**src/rtl/lock_rr_arbiter.sv**
```systemverilog
// lock_rr_arbiter: round-robin arbiter that merges N_CH four-phase req/ack
// channels onto one four-phase output channel. The owner may hold the grant
// across back-to-back transactions with its lock bit. A burst is capped at
// MAX_LOCK transactions (0 = no cap), so a lock can never starve the others.
//
// state       | meaning
// ------------+------------------------------------------------------------
// IDLE        | no owner; pick the next requester from the rr pointer
// WAIT_ACK_HI | req_out raised, waiting for ack_out to rise
// WAIT_REQ_LO | ack_in[g] raised, waiting for the owner to drop req_in[g]
// WAIT_ACK_LO | req_out dropped, waiting for ack_out to fall
// LOCKED      | owner keeps the grant between transactions of a burst
module lock_rr_arbiter #(
   parameter int N_CH     = 4,
   parameter int MAX_LOCK = 8,
   parameter int CNT_W    = 4
) (
   input  logic                     clk,
   input  logic                     rst,
   input  logic [N_CH-1:0]          req_in,
   output logic [N_CH-1:0]          ack_in,
   input  logic [N_CH-1:0]          lock,
   output logic                     req_out,
   input  logic                     ack_out,
   output logic [N_CH-1:0]          grant,
   output logic [$clog2(N_CH)-1:0]  grant_id,
   output logic                     locked
);

   localparam int ID_W = $clog2(N_CH);
   localparam logic [ID_W:0]    N_W     = (ID_W+1)'(N_CH);
   localparam logic [ID_W-1:0]  LAST_ID = ID_W'(N_CH - 1);
   localparam logic [CNT_W-1:0] MAX_L   = CNT_W'(MAX_LOCK);

   typedef enum logic [2:0] {
      S_IDLE,
      S_WAIT_ACK_HI,
      S_WAIT_REQ_LO,
      S_WAIT_ACK_LO,
      S_LOCKED
   } state_t;

   state_t            state, state_nxt;
   logic [ID_W-1:0]   ptr, ptr_nxt;
   logic [ID_W-1:0]   grant_id_nxt;
   logic [N_CH-1:0]   grant_nxt;
   logic [N_CH-1:0]   ack_in_nxt;
   logic [CNT_W-1:0]  cnt, cnt_nxt;
   logic              req_out_nxt;
   logic              pick_vld;
   logic [ID_W-1:0]   pick_id;
   logic [ID_W:0]     sum;
   logic [ID_W:0]     idx;
   logic [ID_W-1:0]   next_ptr;
   logic              burst_ok;

   // Round-robin search: first requesting channel at or above ptr, with wrap.
   always_comb begin
      pick_vld = 1'b0;
      pick_id  = '0;
      sum      = '0;
      idx      = '0;
      for (int i = 0; i < N_CH; i++) begin
         sum = {1'b0, ptr} + (ID_W+1)'(i);
         idx = (sum >= N_W) ? (sum - N_W) : sum;
         if (!pick_vld && req_in[idx[ID_W-1:0]]) begin
            pick_vld = 1'b1;
            pick_id  = idx[ID_W-1:0];
         end
      end
   end

   // Pointer successor of the current owner and burst-limit test.
   always_comb begin
      next_ptr = (grant_id == LAST_ID) ? '0 : grant_id + ID_W'(1);
      burst_ok = (MAX_LOCK == 0) || (cnt < MAX_L);
   end

   // Next-state and next-output logic; every output is registered below.
   always_comb begin
      state_nxt    = state;
      grant_nxt    = grant;
      grant_id_nxt = grant_id;
      ptr_nxt      = ptr;
      cnt_nxt      = cnt;
      req_out_nxt  = req_out;
      ack_in_nxt   = ack_in;
      case (state)
         S_IDLE: begin
            if (pick_vld) begin
               grant_nxt          = '0;
               grant_nxt[pick_id] = 1'b1;
               grant_id_nxt       = pick_id;
               req_out_nxt        = 1'b1;
               cnt_nxt            = CNT_W'(1);
               state_nxt          = S_WAIT_ACK_HI;
            end
         end
         S_WAIT_ACK_HI: begin
            if (ack_out) begin
               ack_in_nxt = grant;
               state_nxt  = S_WAIT_REQ_LO;
            end
         end
         S_WAIT_REQ_LO: begin
            if (!req_in[grant_id]) begin
               req_out_nxt = 1'b0;
               state_nxt   = S_WAIT_ACK_LO;
            end
         end
         S_WAIT_ACK_LO: begin
            if (!ack_out) begin
               ack_in_nxt = '0;
               if (lock[grant_id] && burst_ok) begin
                  state_nxt = S_LOCKED;
               end else begin
                  state_nxt    = S_IDLE;
                  grant_nxt    = '0;
                  grant_id_nxt = '0;
                  ptr_nxt      = next_ptr;
               end
            end
         end
         S_LOCKED: begin
            // A new request beats a same-cycle unlock.
            if (req_in[grant_id]) begin
               req_out_nxt = 1'b1;
               if (MAX_LOCK != 0) cnt_nxt = cnt + CNT_W'(1);
               state_nxt   = S_WAIT_ACK_HI;
            end else if (!lock[grant_id]) begin
               state_nxt    = S_IDLE;
               grant_nxt    = '0;
               grant_id_nxt = '0;
               ptr_nxt      = next_ptr;
            end
         end
         default: begin
            state_nxt    = S_IDLE;
            grant_nxt    = '0;
            grant_id_nxt = '0;
            req_out_nxt  = 1'b0;
            ack_in_nxt   = '0;
         end
      endcase
   end

   // State and output registers with synchronous active-low reset.
   always_ff @(posedge clk) begin
      if (!rst) begin
         state    <= S_IDLE;
         ptr      <= '0;
         cnt      <= '0;
         grant    <= '0;
         grant_id <= '0;
         req_out  <= 1'b0;
         ack_in   <= '0;
         locked   <= 1'b0;
      end else begin
         state    <= state_nxt;
         ptr      <= ptr_nxt;
         cnt      <= cnt_nxt;
         grant    <= grant_nxt;
         grant_id <= grant_id_nxt;
         req_out  <= req_out_nxt;
         ack_in   <= ack_in_nxt;
         locked   <= (state_nxt == S_LOCKED);
      end
   end

endmodule

```
**config.mk**
```make
export PLATFORM = sky130hd
export DESIGN_NAME = lock_rr_arbiter
export DESIGN_NICKNAME = d
export VERILOG_FILES = /design/src/rtl/lock_rr_arbiter.sv
export SDC_FILE = /design/constraint.sdc
export NUM_CORES = 1
export LEC_CHECK = 0
export ABC_AREA = 0
export CORE_ASPECT_RATIO = 0.8
export CORE_UTILIZATION = 25
export CTS_BUF_LIST = sky130_fd_sc_hd__clkbuf_16
export DETAILED_ROUTE_END_ITERATION = 6
export PLACE_DENSITY = 0.47
export REMOVE_ABC_BUFFERS = 1
export SYNTH_ARGS = -nofsm -noshare
export SYNTH_HDL_FRONTEND = slang
export SYNTH_SLANG_ARGS = --single-unit
```
**constraint.sdc**
```tcl
create_clock -name clk -period 2.6 [get_ports clk]
set_input_delay 0.52 -clock clk [delete_from_list [all_inputs] [get_ports clk]]
set_output_delay 0.52 -clock clk [all_outputs]
set_load 0.02 [all_outputs]
```
==> qor.csv, run 1 <==
stage,metric,value,unit
sta,slew_viol_final,0,
sta,finalSetupViolCount,0,
power,leakage,0.000537,uW
floorplan,die_y,63.5,um
worst_setup_path,critical_path_class,in -> reg,
route,wire_per_inst,14.0,um
grt,grt_max_degree,19,
outcome,outcome,"finished, final reports clean",
grt,grt_pass1_wl,5030,um
grt,first_global_vias,1035,
cells_and_area,ff_latch_area,420,um^2
synthesis,yosysTopAreaCell,dfxtp_1,
worst_setup_path,r2r_end,grant[3],
synthesis,synth_cell_type_count,46,
worst_setup_path,crit_path_max_incr_delay,0.56,ns
cells_and_area,diodes,0,
power,p_per_area,543,nW/um^2
run,cap_violations,0,
route,routed_wl,3010,um
grt,grt.overflow.total,0,
cells_and_area,fin_area,1560,um^2
synthesis,syn-cell-area,1180,um^2
worst_setup_path,reg2reg_slack,0.55,ns
clock_network,cts_sinks,21,
floorplan,die_w,78.9,um
power,sw_frac_of_total,26.7,%
sta,period_needed,2.20,ns
sta,rsz0062_at_grt,no,
power,pwr-share-seq,42.7,%
synthesis,ys_ff_latch,21,
worst_setup_path,crit_path_start_kind,primary input,
synthesis,synthCells,134,
sta,timing.hold.ws,0.456,ns
route,highest_layer,met4,
sta,tightestPinTransition,0.535,ns
power,p_int,621,uW
clock_network,cts_inserted_buffers,3,
place,detailed_place_hpwl,2240,um
grt,grtUsageTotal,12.9,%
hold_path,min-delay-start,ack_in[0],
worst_setup_path,crit_buf_inv,2,
synthesis,synth-edff-count,0,
clock_network,root_buffer,clkbuf_16,
route,wl_met2,1300,um
worst_setup_path,arrival,2.40,ns
place,gp_congestion,0.770,
worst_setup_path,cp.required,2.80,ns
clock_network,htree_levels,1,
clock_network,clk_pin_slew,0.06,ns
cells_and_area,drive_above_1_share,11.4,%
route,drt-met1-wl,1520,um
worst_setup_path,slowest_stage,clkdlybuf4s50_1,
route,vias,1136,
clock_network,post_cts_buffers,0,
floorplan,rows,21,
cells_and_area,area_delta_synth_final,31.9,%
route,drc,0,
place,io_buffers,22,
synthesis,synthTopCellsByArea,"dfxtp_1 (36%), nand2_1 (5.7%), nand2b_1 (3.2%), o22ai_1 (3.2%), a21oi_1 (3.0%)",
floorplan,initial_core_util,27.1,%
sta,slew-limit-headroom,64.3,%
hold_path,holdPathEnd,ack_in[0],
route,viasPerCell,5.28,
route,dr_wl_met3,171,um
power,total_power,847,uW
grt,antenna_found_initial,0,
power,clkPwrFrac,39.1,%
place,dpl_worst_slack,0.136,ns
sta,fmax,454,MHz
synthesis,netlist.area_leader.share,35.6,%
cells_and_area,mostFrequentLayoutCell,clkdlybuf4s50_1,
worst_setup_path,r2r_start,grant_id[0],
worst_setup_path,endpoint_kind,flip-flop,
sta,post-route-period-util,84.8,%
worst_setup_path,crit_path_cell_trace,"clkdlybuf4s50_1, nor4_1, buf_4, or4_1, nor4_1, a32o_1",
cells_and_area,multiInputGateArea,722,um^2
synthesis,async_reset_ff_share,0,%
cells_and_area,fillers,460,
floorplan,die_area,5010,um^2
sta,setup_ws,0.395,ns
clock_network,clock_path_buffers,2,
clock_network,cts_resized,0,
hold_path,hold_class,reg -> reg,
synthesis,ys_seq_area_share,35.6,%
power,ir_worst_vdd,0.000210,V
clock_network,clock_latency,0.25,ns
sta,hold_viol,0,
worst_setup_path,cp_max_fo,7,
power,power_switching,226,uW
worst_setup_path,crit_path_frequent_cell,nor4_1,
clock_network,ctsHoldBuffers,0,
floorplan,ioPinCount,23,
synthesis,synthFlopType,dfxtp_1,
power,p_comb_share,18.3,%
cells_and_area,mostFrequentLayoutCells,"clkdlybuf4s50_1 (22), dfxtp_1 (21), nand2_1 (18)",
sta,fin_tns_setup,0,ns
place,dpl_cell_area,1480,um^2
route,drtAntennaViolNets,0,
synthesis,yosys_warnings,0,
worst_setup_path,rr_worst_depth,4,
route,first_pass_iters,4,
floorplan,core,4360,um^2
cells_and_area,finalNetCount,172,
route,drtIter0Drc,66,
sta,fin_worst_skew,0.00173,ns
clock_network,cts_tree,built,
hold_path,hold_depth,2,
synthesis,syn-mean-instance-area,8.82,um^2
worst_setup_path,crit_family,simple AND/OR/NAND/NOR gates,
-- cell families (layout without fill, tap and decap cells) --
kind of cell	count (synthesis)	count (layout)	synth area share [%]
buf+inv	10	34	3.39
compound gates	39	39	24.7
simple gates	56	56	26.7
fa+ha+maj	2	2	2.12
mux	6	6	7.62
flops	21	21	35.6
-- routing by layer --
layer  up-vias  GRT usage [%]
li1        561              -
met1       536           18.0
met2        37           20.0
met3         2           3.19
met4         0           2.73
met5         -              0
-- stage by stage --
stage | utilization (%) | std cells
after global placement | 33.9 | 211
after CTS | 35.7 | 215
after detailed placement | 33.9 | 211
after global routing | 35.7 | 215
final | 35.7 | 215
after floorplan | - | 128
-- tightest hold or removal path, delay by kind of cell (launching register included) --
| family | cells | cell delay [ns] |
|---|---|---|
| AO/OA/AOI/OAI | 1 | 0.05 |
| AND/OR/NAND/NOR | 1 | 0.05 |
| flip-flops | 1 | 0.31 |
-- sequential cells by signal, indices dropped and copies added, names as in the netlist --
register / flops
ack_in: 4
req_out: 1
ptr: 2
grant_id: 2
cnt: 4
locked: 1
grant: 4
state: 3
-- how the worst max path moves through the flow --
stage | from | cells past startpoint | end | slack (ns)
after floorplan | grant_id[0] | 4 | grant[1] | 0.56
after global placement | req_in[1] | 6 | grant[1] | 0.17
after detailed placement | req_in[1] | 6 | grant[3] | 0.14
after CTS | req_in[1] | 6 | grant[3] | 0.40
after global routing | req_in[1] | 6 | grant[3] | 0.12
final | req_in[1] | 6 | grant[3] | 0.40
-- power groups by stage --
stage / logic, uW / registers (uW) / clock network [uW]
floorplan: 79.4 / 372 / 0
global placement: 153 / 368 / 0
detailed placement: 154 / 368 / 0
CTS: 155 / 361 / 339
global route: 169 / 365 / 351
finish: 155 / 361 / 331
-- Yosys cell counts (2+ instances only) --
cell / count
dfxtp_1: 21
nor3b_1: 2
nand2b_1: 6
nor2_1: 5
a21boi_0: 3
nor2b_1: 2
o2111ai_1: 2
buf_2: 2
a32o_1: 2
or2_2: 4
nor3_1: 3
a21oi_1: 7
o22ai_1: 6
mux2i_1: 3
a2111o_1: 2
o21ai_0: 3
nor4_1: 3
nand2_1: 18
clkbuf_1: 4
ha_1: 2
a211oi_1: 2
o32ai_1: 2
inv_1: 3
o2111a_1: 2
nand3_1: 3
or4_1: 2
-- layout make-up --
cell class	instances	share of cell area, %
clock buffer	3	4.82
tap	57	4.57
multi-input combinational	103	46.3
sequential	21	27.0
timing repair buffer	26	16.1
clock inverter	1	0.321
inverter	4	0.963
No activity file was read; power rests on OpenSTA's default activity.
==> inputs of run 2 (changes only) <==
Settings changed: PLACE_DENSITY 0.47 to 0.49.
Clock period 2.6 ns to 2 ns, I/O delays scaled along.
==> run 2 against run 1 <==
Against the previous run: sequential share of layout area shrank 2.4 points; largest power group unchanged; register-to-register slack lost 0.44 ns; non-clock buffer count grew 20; sequential power grew 30%; critical path type unchanged.
==> qor.csv, run 2 (synthesized netlist as in run 1, its figures left out) <==
stage,metric,value,unit
outcome,outcome,"finished, final reports clean",
cells_and_area,diodes,0,
worst_setup_path,critical_path_class,in -> reg,
place,gp_congestion,0.910,
sta,slew-limit-headroom,62.5,%
worst_setup_path,cp.required,2.15,ns
grt,grt_pass1_wl,5410,um
route,drtIter0Drc,63,
place,dpl_cell_area,1630,um^2
sta,hold_viol,0,
cells_and_area,finalNetCount,192,
floorplan,ioPinCount,23,
sta,finalSetupViolCount,0,
route,drtAntennaViolNets,0,
cells_and_area,mostFrequentLayoutCells,"buf_4 (24), dfxtp_1 (20), nand2_1 (18), clkdlybuf4s50_1 (18), a21oi_1 (7)",
route,drc,0,
floorplan,rows,21,
route,vias,1186,
place,dpl_worst_slack,-0.262,ns
clock_network,root_buffer,clkbuf_16,
worst_setup_path,r2r_start,grant_id[0],
worst_setup_path,r2r_end,grant[3],
clock_network,clock_path_buffers,2,
clock_network,cts_inserted_buffers,3,
worst_setup_path,crit_buf_inv,1,
worst_setup_path,arrival,2.11,ns
cells_and_area,reg_top3,"ack_in x4, cnt x4, grant x4",
sta,rsz0062_at_grt,no,
clock_network,cts_tree,built,
sta,fmax,509,MHz
cells_and_area,mostFrequentLayoutCell,buf_4,
floorplan,die_area,5010,um^2
sta,tightestPinTransition,0.561,ns
cells_and_area,area_delta_synth_final,45.4,%
sta,timing.hold.ws,0.455,ns
worst_setup_path,crit_path_cell_trace,"clkdlybuf4s50_1, mux4_1, a21boi_1, or3_4, a32o_1",
grt,grtUsageTotal,13.9,%
grt,grt.overflow.total,0,
sta,post-route-period-util,98.3,%
power,p_per_area,657,nW/um^2
route,viasPerCell,5.05,
run,cap_violations,0,
route,first_pass_iters,4,
cells_and_area,fin_cells,235,
cells_and_area,drive_above_1_share,21.3,%
floorplan,die_y,63.5,um
hold_path,hold_class,reg -> reg,
clock_network,clk_pin_slew,0.06,ns
floorplan,initial_core_util,27.1,%
worst_setup_path,slowest_stage,mux4_1,
cells_and_area,fin_area,1720,um^2
floorplan,core,4360,um^2
worst_setup_path,crit_path_max_incr_delay,0.53,ns
place,io_buffers,22,
hold_path,min-delay-start,ack_in[0],
worst_setup_path,reg2reg_slack,0.11,ns
grt,antenna_found_initial,0,
sta,fin_worst_skew,0.00242,ns
hold_path,hold_depth,2,
grt,first_global_vias,1113,
clock_network,post_cts_buffers,0,
sta,setup_ws,0.0343,ns
floorplan,die_w,78.9,um
clock_network,cts_resized,0,
power,ir_worst_vdd,0.000311,V
clock_network,ctsHoldBuffers,0,
worst_setup_path,cp_max_fo,3,
cells_and_area,final_core_util,39.4,%
clock_network,cts_sinks,21,
sta,period_needed,1.97,ns
hold_path,holdPathEnd,ack_in[0],
place,detailed_place_hpwl,2480,um
route,routed_wl,3210,um
clock_network,clock_latency,0.25,ns
worst_setup_path,crit_path_start_kind,primary input,
worst_setup_path,crit_family,multiplexers,
place,dp.cells,231,
worst_setup_path,endpoint_kind,flip-flop,
grt,grt_max_degree,19,
sta,slew_viol_final,0,
worst_setup_path,rr_worst_depth,4,
route,wire_per_inst,13.7,um
power,leakage,0.000674,uW
clock_network,htree_levels,1,
-- run 2: per-layer routing --
layer / global-route usage, % / vias to the layer above / wire length (um) / share of wire (%)
li1: - / 600 / - / -
met4: 5.91 / 0 / 51 / 1.6
met2: 19.7 / 24 / 1370 / 43
met1: 19.7 / 556 / 1680 / 52
met5: 0 / - / 0 / 0
met3: 3.62 / 6 / 116 / 3.6
-- run 2: worst register-to-register path, cell delays in order (launching register included) --
cell and delay [ns]:
dfxtp_2 0.39, mux4_1 0.60, a21boi_1 0.17, or3_4 0.35, a32o_1 0.27
-- run 2: power by group --
group	switching [uW]	internal [uW]	total, uW
Sequential	30.1	437	468
Combinational	110	130	240
Clock	154	266	421
-- run 2: worst max-delay path by stage --
| stage | startpoint | end | slack (ns) | cells past startpoint |
|---|---|---|---|---|
| floorplan | grant_id[0] | grant[1] | -0.04 | 4 |
| CTS | req_in[3] | grant[3] | 0.001 | 5 |
| finish | lock[1] | grant[3] | 0.03 | 5 |
| detailed placement | req_in[3] | grant[3] | -0.26 | 5 |
| global placement | req_in[0] | grant[3] | -0.22 | 6 |
| global route | lock[1] | grant[1] | 0.004 | 5 |
-- run 2: through the flow --
step                total power, uW  TNS (ns)
CTS                            1140         0
finish                         1130         0
floorplan                       587   -0.0760
global route                   1190         0
global placement                711     -1.70
detailed placement              717     -2.05
-- run 2: cell type report --
class                   instances  area, um^2
inverters                       4        15.0
repair buffers                 46         410
clock inverters                 1        3.75
fillers                       464        2640
clock buffers                   3        75.1
multi-input cells             103         722
well taps                      57        71.3
flip-flops and latches         21         422
